**src/rtl/ark_pkg.sv**
```systemverilog
// Shared types and sizing for the byte-serial AddRoundKey stream stage.
package ark_pkg;

  typedef enum logic {
    LOAD = 1'b0,
    XOR  = 1'b1
  } ark_state_t;

  localparam int ARK_DATA_W = 8;
  localparam int ARK_NBYTES = 16;

  function automatic int ark_cnt_w(input int nbytes);
    return $clog2(nbytes + 1);
  endfunction

endpackage

```
**src/rtl/ark_load_buf.sv**
```systemverilog
// Write-pointer block buffer: accepts NBYTES words, then holds them for indexed reads until cleared.
// Ready drops once full; clear rewinds the pointer so the next block can load.
module ark_load_buf
  import ark_pkg::*;
#(
  parameter  int DATA_W = ARK_DATA_W,
  parameter  int NBYTES = ARK_NBYTES,
  localparam int CNT_W  = ark_cnt_w(NBYTES),
  localparam int IDX_W  = $clog2(NBYTES)
) (
  input  logic              clk,
  input  logic              rst,
  input  logic [DATA_W-1:0] din,
  input  logic              valid,
  output logic              ready,
  output logic              full,
  input  logic              clear,
  input  logic [IDX_W-1:0]  idx,
  output logic [DATA_W-1:0] dout
);

  logic [CNT_W-1:0]  cnt;
  logic [DATA_W-1:0] mem [NBYTES];

  assign full  = (cnt == CNT_W'(NBYTES));
  assign ready = !full;
  assign dout  = mem[idx];

  always_ff @(posedge clk or posedge rst) begin
    if (rst) begin
      cnt <= '0;
    end else if (clear) begin
      cnt <= '0;
    end else if (valid && ready) begin
      cnt <= cnt + CNT_W'(1);
    end
  end

  // Contents are don't-care after reset; only the pointer matters.
  always_ff @(posedge clk) begin
    if (valid && ready) begin
      mem[cnt[IDX_W-1:0]] <= din;
    end
  end

endmodule

```
**src/rtl/add_round_key_stream.sv**
```systemverilog
// Byte-serial AES AddRoundKey: loads a state block and a key block, then streams state^key with last flag.
// First word 2 cycles after final load; holds under dout_ready=0. ARK_KEY_HOLD_EN keeps the key across blocks.
module add_round_key_stream
  import ark_pkg::*;
#(
  parameter  int DATA_W = ARK_DATA_W,
  parameter  int NBYTES = ARK_NBYTES,
  localparam int IDX_W  = $clog2(NBYTES)
) (
  input  logic              clk,
  input  logic              rst,
`ifdef ARK_KEY_HOLD_EN
  input  logic              key_flush,
`endif
  input  logic [DATA_W-1:0] col_din,
  input  logic              col_valid,
  output logic              col_ready,
  input  logic [DATA_W-1:0] key_din,
  input  logic              key_valid,
  output logic              key_ready,
  output logic [DATA_W-1:0] dout,
  output logic              dout_valid,
  input  logic              dout_ready,
  output logic              dout_last,
  output logic              busy
);

  ark_state_t        state, state_nxt;
  logic [IDX_W-1:0]  cz, rd_idx;
  logic              col_full, key_full;
  logic              col_clear, key_clear;
  logic              fire, at_last;
  logic [DATA_W-1:0] col_word, key_word;

  ark_load_buf #(.DATA_W(DATA_W), .NBYTES(NBYTES)) u_col_buf (
    .clk   (clk),
    .rst   (rst),
    .din   (col_din),
    .valid (col_valid),
    .ready (col_ready),
    .full  (col_full),
    .clear (col_clear),
    .idx   (rd_idx),
    .dout  (col_word)
  );

  ark_load_buf #(.DATA_W(DATA_W), .NBYTES(NBYTES)) u_key_buf (
    .clk   (clk),
    .rst   (rst),
    .din   (key_din),
    .valid (key_valid),
    .ready (key_ready),
    .full  (key_full),
    .clear (key_clear),
    .idx   (rd_idx),
    .dout  (key_word)
  );

  assign fire    = dout_valid && dout_ready;
  assign at_last = (cz == IDX_W'(NBYTES - 1));
  // Read the word that will be presented after this edge, so the output register stays one per cycle.
  assign rd_idx  = (fire && !at_last) ? cz + IDX_W'(1) : cz;
  assign busy    = (state == XOR);

  always_comb begin
    state_nxt = state;
    col_clear = 1'b0;
    key_clear = 1'b0;
    case (state)
      LOAD: begin
        if (col_full && key_full) state_nxt = XOR;
      end
      XOR: begin
        if (fire && at_last) begin
          state_nxt = LOAD;
          col_clear = 1'b1;
`ifndef ARK_KEY_HOLD_EN
          key_clear = 1'b1;
`endif
        end
      end
      default: state_nxt = LOAD;
    endcase
`ifdef ARK_KEY_HOLD_EN
    if (key_flush && state == LOAD) key_clear = 1'b1;
`endif
  end

  always_ff @(posedge clk or posedge rst) begin
    if (rst) state <= LOAD;
    else     state <= state_nxt;
  end

  always_ff @(posedge clk or posedge rst) begin
    if (rst) begin
      cz         <= '0;
      dout       <= '0;
      dout_valid <= 1'b0;
      dout_last  <= 1'b0;
    end else if (state == XOR) begin
      if (!dout_valid) begin
        dout       <= col_word ^ key_word;
        dout_valid <= 1'b1;
        dout_last  <= (rd_idx == IDX_W'(NBYTES - 1));
      end else if (fire) begin
        if (at_last) begin
          cz         <= '0;
          dout_valid <= 1'b0;
          dout_last  <= 1'b0;
        end else begin
          cz         <= rd_idx;
          dout       <= col_word ^ key_word;
          dout_last  <= (rd_idx == IDX_W'(NBYTES - 1));
        end
      end
    end
  end

endmodule
```
**config.mk**
```make
export PLATFORM = sky130hd
export DESIGN_NAME = add_round_key_stream
export DESIGN_NICKNAME = d
export VERILOG_FILES = /design/src/rtl/ark_pkg.sv /design/src/rtl/ark_load_buf.sv /design/src/rtl/add_round_key_stream.sv
export SDC_FILE = /design/constraint.sdc
export NUM_CORES = 1
export LEC_CHECK = 0
export CAP_MARGIN = 20
export CORE_MARGIN = 5
export CORE_UTILIZATION = 60
export CTS_CLUSTER_DIAMETER = 30
export CTS_CLUSTER_SIZE = 30
export DETAILED_ROUTE_END_ITERATION = 7
export PLACE_DENSITY = 0.74
export SLEW_MARGIN = 20
export SYNTH_ARGS = -nofsm -noshare
export SYNTH_HDL_FRONTEND = slang
export SYNTH_SLANG_ARGS = --single-unit
```
**constraint.sdc**
```tcl
create_clock -name clk -period 3.4 [get_ports clk]
set_input_delay 0.34 -clock clk [delete_from_list [all_inputs] [get_ports clk]]
set_output_delay 0.34 -clock clk [all_outputs]
set_load 0.02 [all_outputs]
```
==> impl_metrics.csv <==
group,metric,value,unit
power_and_ir_drop,p_leak,5.117,nW
timing,finalWorstPathRequiredPeriod,2998,ps
route,post_drt_wl_per_cell,27.25,um
route,postRouteWirelength,30350,um
run_status,run_status,"finished, final reports clean",
place,detailedPlace.worstSlack,237.9,ps
logic_synthesis,yosysWarningCount,0,
global_route,overflow,0,
timing,clock-skew-final,19.43,ps
logic_synthesis,syn-num-nets,768,
logic_synthesis,synth_edf_count,256,
floorplan,die_y,155.4,um
power_and_ir_drop,power_density_over_the_cells,938.0,mW/mm2
cts,clock_tree_from_tritoncts,"yes",
layout,finish.cell_count_without_fillers,1114,
critical_path,worst-r2r-cell-count,6,
logic_synthesis,synth_compound_area_share,3.748,%
min_path,min-delay-path-class,"input pin to asynchronous set/reset pin",
logic_synthesis,post_synth_design_cell_area,0.01268,mm2
critical_path,worstPathArrival,3420,ps
logic_synthesis,ys_seq_area_share,65.54,%
logic_synthesis,synth_top_family_by_area,"multiplexers",
cts,cts.hold.buffers_added,0,
critical_path,regToRegSetupSlack,400,ps
cts,cts_buffer_depth,3,
timing,tns,0,ps
global_route,first_global_vias,7363,
critical_path,timing.rr.end,"dout[2]",
cts,cell_at_the_root_of_the_clock_tree,"clkbuf_16",
floorplan,fp.dieW,155.4,um
route,detail-route-antenna-nets,0,
critical_path,worst_setup_path_startpoint,"cz[0]",
floorplan,fp-row-count,53,
cts,worst_skew_pair.late_latency,540,ps
critical_path,critPathCaptureType,"flip-flop",
logic_synthesis,synthAdderAreaFrac,0.8877,%
layout,insertedDiodeCount,0,
layout,layout.cells.most_common,"edfxtp_1",
critical_path,timing.setup.critical_path_class,"flip-flop to flip-flop",
route,detailedRoute.firstPassIterationCount,5,
layout,most-common-layout-cells,"edfxtp_1 (256), xnor2_1 (65), nor2_1 (62), mux4_2 (62), clkbuf_16 (46)",
logic_synthesis,yosys_register_bits,281,
route,route.met3.wl,2699,um
cts,htree_num_levels,2,
floorplan,fp.dieArea,0.02415,mm2
place,dp.cells,1029,
global_route,grt_util_all_layers,25.95,%
cts,cts_setup_buffers,0,
critical_path,startpoint_class,"flip-flop",
power_and_ir_drop,max_rail_drop_vdd,712.7,uV
cts,post_cts_resized,0,
route,post_drt_via_cell_ratio,6.443,
cts,clkSinkCount,281,
timing,setup_repair_after_global_routing_missed_its_margin,"no",
timing,final.period_utilization,88.19,%
logic_synthesis,synth_flop_cell,"edfxtp_1",
floorplan,core,0.02089,mm2
global_route,number_of_antenna_violations_at_the_first_check_in_global_routing,0,
logic_synthesis,synthMuxAreaShare,15.32,%
cts,clock_transition_at_the_register_clock_pins_on_the_worst_setup_and_hold_paths_after_cts,60,ps
timing,worst_case_headroom_to_the_max_slew_limit,28.96,%
cts,cts-buffers-inserted,46,
route,vias,7178,
route,drcViolationCount,0,
layout,drive_above_1_share,20.62,%
route,dr_wl_met2,14940,um
logic_synthesis,synth-simple-area-share,4.764,%
timing,setup_viol,0,
logic_synthesis,instance_count_of_the_mapped_netlist,738,
critical_path,crit_fanout,24,
logic_synthesis,synth.lib_cells_used.distinct,49,
flow_run,max-cap-violations,0,
timing,timing.final.ws_setup,401.7,ps
logic_synthesis,avgSynthCellArea,17.19,um2
route,detailedRoute.firstIterationViolations,609,
place,final_estimated_routing_congestion_in_global_placement,0.8943,
global_route,grt_pass1_wl,45860,um
timing,final_hold_viol_count,0,
floorplan,top_level_ports,34,
layout,n_fill_cell,1274,
layout,area.growth.synth_to_final,17.17,%
layout,nets,832,
global_route,grt_max_degree,77,
place,place.port_buffers,33,
timing,final_max_slew_viol_count,0,
critical_path,worst_ep_required_time,3820,ps
route,m1WireLength,11830,um
timing,tightest_slew,1062,ps
route,top_layer,"met4",
logic_synthesis,synth_xor_xnor_area_share,7.467,%
floorplan,initial_utilization,60.72,%
timing,max_freq,0.3335,GHz
place,dp.final_hpwl,19930,um
critical_path,r2r-start,"cz[0]",
logic_synthesis,postSynth.asyncResetShare,8.897,%
## synthesized netlist by cell type, drive strengths merged (2+ instances only)
library cell	number	area share, %
mux2	2	0.18
buf	23	1.6
xor2	40	2.8
o2bb2ai	8	0.55
a21oi	10	0.39
nor3	4	0.16
a2111o	5	0.44
a211o	8	0.55
inv	11	0.33
nor2	62	1.8
nand4	3	0.15
mux2i	34	2.7
mux4	69	12
and3	4	0.20
nand3	15	0.63
o22ai	6	0.30
nand2	22	0.78
ha	9	0.89
xnor2	66	4.7
edfxtp	256	61
clkbuf	12	0.36
nand2b	5	0.25
dfrtp	25	4.9
o21ai	7	0.28
a211oi	7	0.41
and2	9	0.44
a22o	2	0.14
o2111ai	2	0.14
## how the worst max path moves through the flow
stage          endpoint  depth (start not counted)  slack (ps)
2_1_floorplan   dout[0]                          7        1000
3_3_place_gp    dout[1]                          8         310
3_5_place_dp    dout[1]                          8         240
4_1_cts         dout[2]                          6         370
5_1_grt         dout[2]                          6         240
6_report        dout[2]                          6         400
## registers in the layout, summed over array words and instances (netlist names)
| register | count |
|---|---|
| dout | 8 |
| busy | 1 |
| u_key_buf.cnt | 5 |
| u_col_buf.cnt | 5 |
| dout_last | 1 |
| cz | 4 |
| u_key_buf.mem | 128 |
| dout_valid | 1 |
| u_col_buf.mem | 128 |
## area by class of cell
type	count	area (um2)	share of cell area, %
flip-flops and latches	281	8318	55.96
well taps	275	344.1	2.315
repair buffers	51	490.5	3.300
clock buffers	47	1165	7.837
inverters	11	41.29	0.2778
clock inverters	38	419.2	2.820
multi-input cells	411	4085	27.49
## routing by layer
layer	vias up	track usage, %
li1	3021	-
met1	3723	35.68
met2	370	41.84
met3	64	5.786
met4	0	8.629
met5	-	0
## logic make-up (layout without fill, tap and decap cells)
kind of cell,count (synthesis),after routing
AO/OA/AOI/OAI,62,62
XOR/XNOR,106,106
adder cells (fa/ha/maj),9,9
buffers and inverters,46,147
flip-flops,281,281
multiplexers,105,105
AND/OR/NAND/NOR,129,129
## power by group
part / switching (mW) / internal [mW] / total, mW / leakage, nW
sequential: 0.309 / 4.24 / 4.55 / 2.61
combinational: 2.48 / 2.26 / 4.74 / 1.75
clock: 1.71 / 2.94 / 4.65 / 0.753
## stage by stage
stage | instance area [um2] | utilization, % | hold WS [ps] | power [mW]
detailed placement | 13280 | 63.57 | 513.7 | 9.326
global placement | 13280 | 63.57 | 509.2 | 9.219
CTS | 14860 | 71.15 | 272.2 | 14.01
floorplan | 12680 | - | 367.3 | 8.174
finish | 14860 | 71.15 | 262.7 | 13.94
global route | 14860 | 71.15 | 308.6 | 14.56
## worst max-delay path, stage by stage, from the launching register on
cell and delay (ps):
dfrtp_4 480, ha_2 520, buf_12 260, mux2_1 700, mux2i_1 230, a2111o_1 450
a211o_1 230
(Power assumes the default switching activity.)
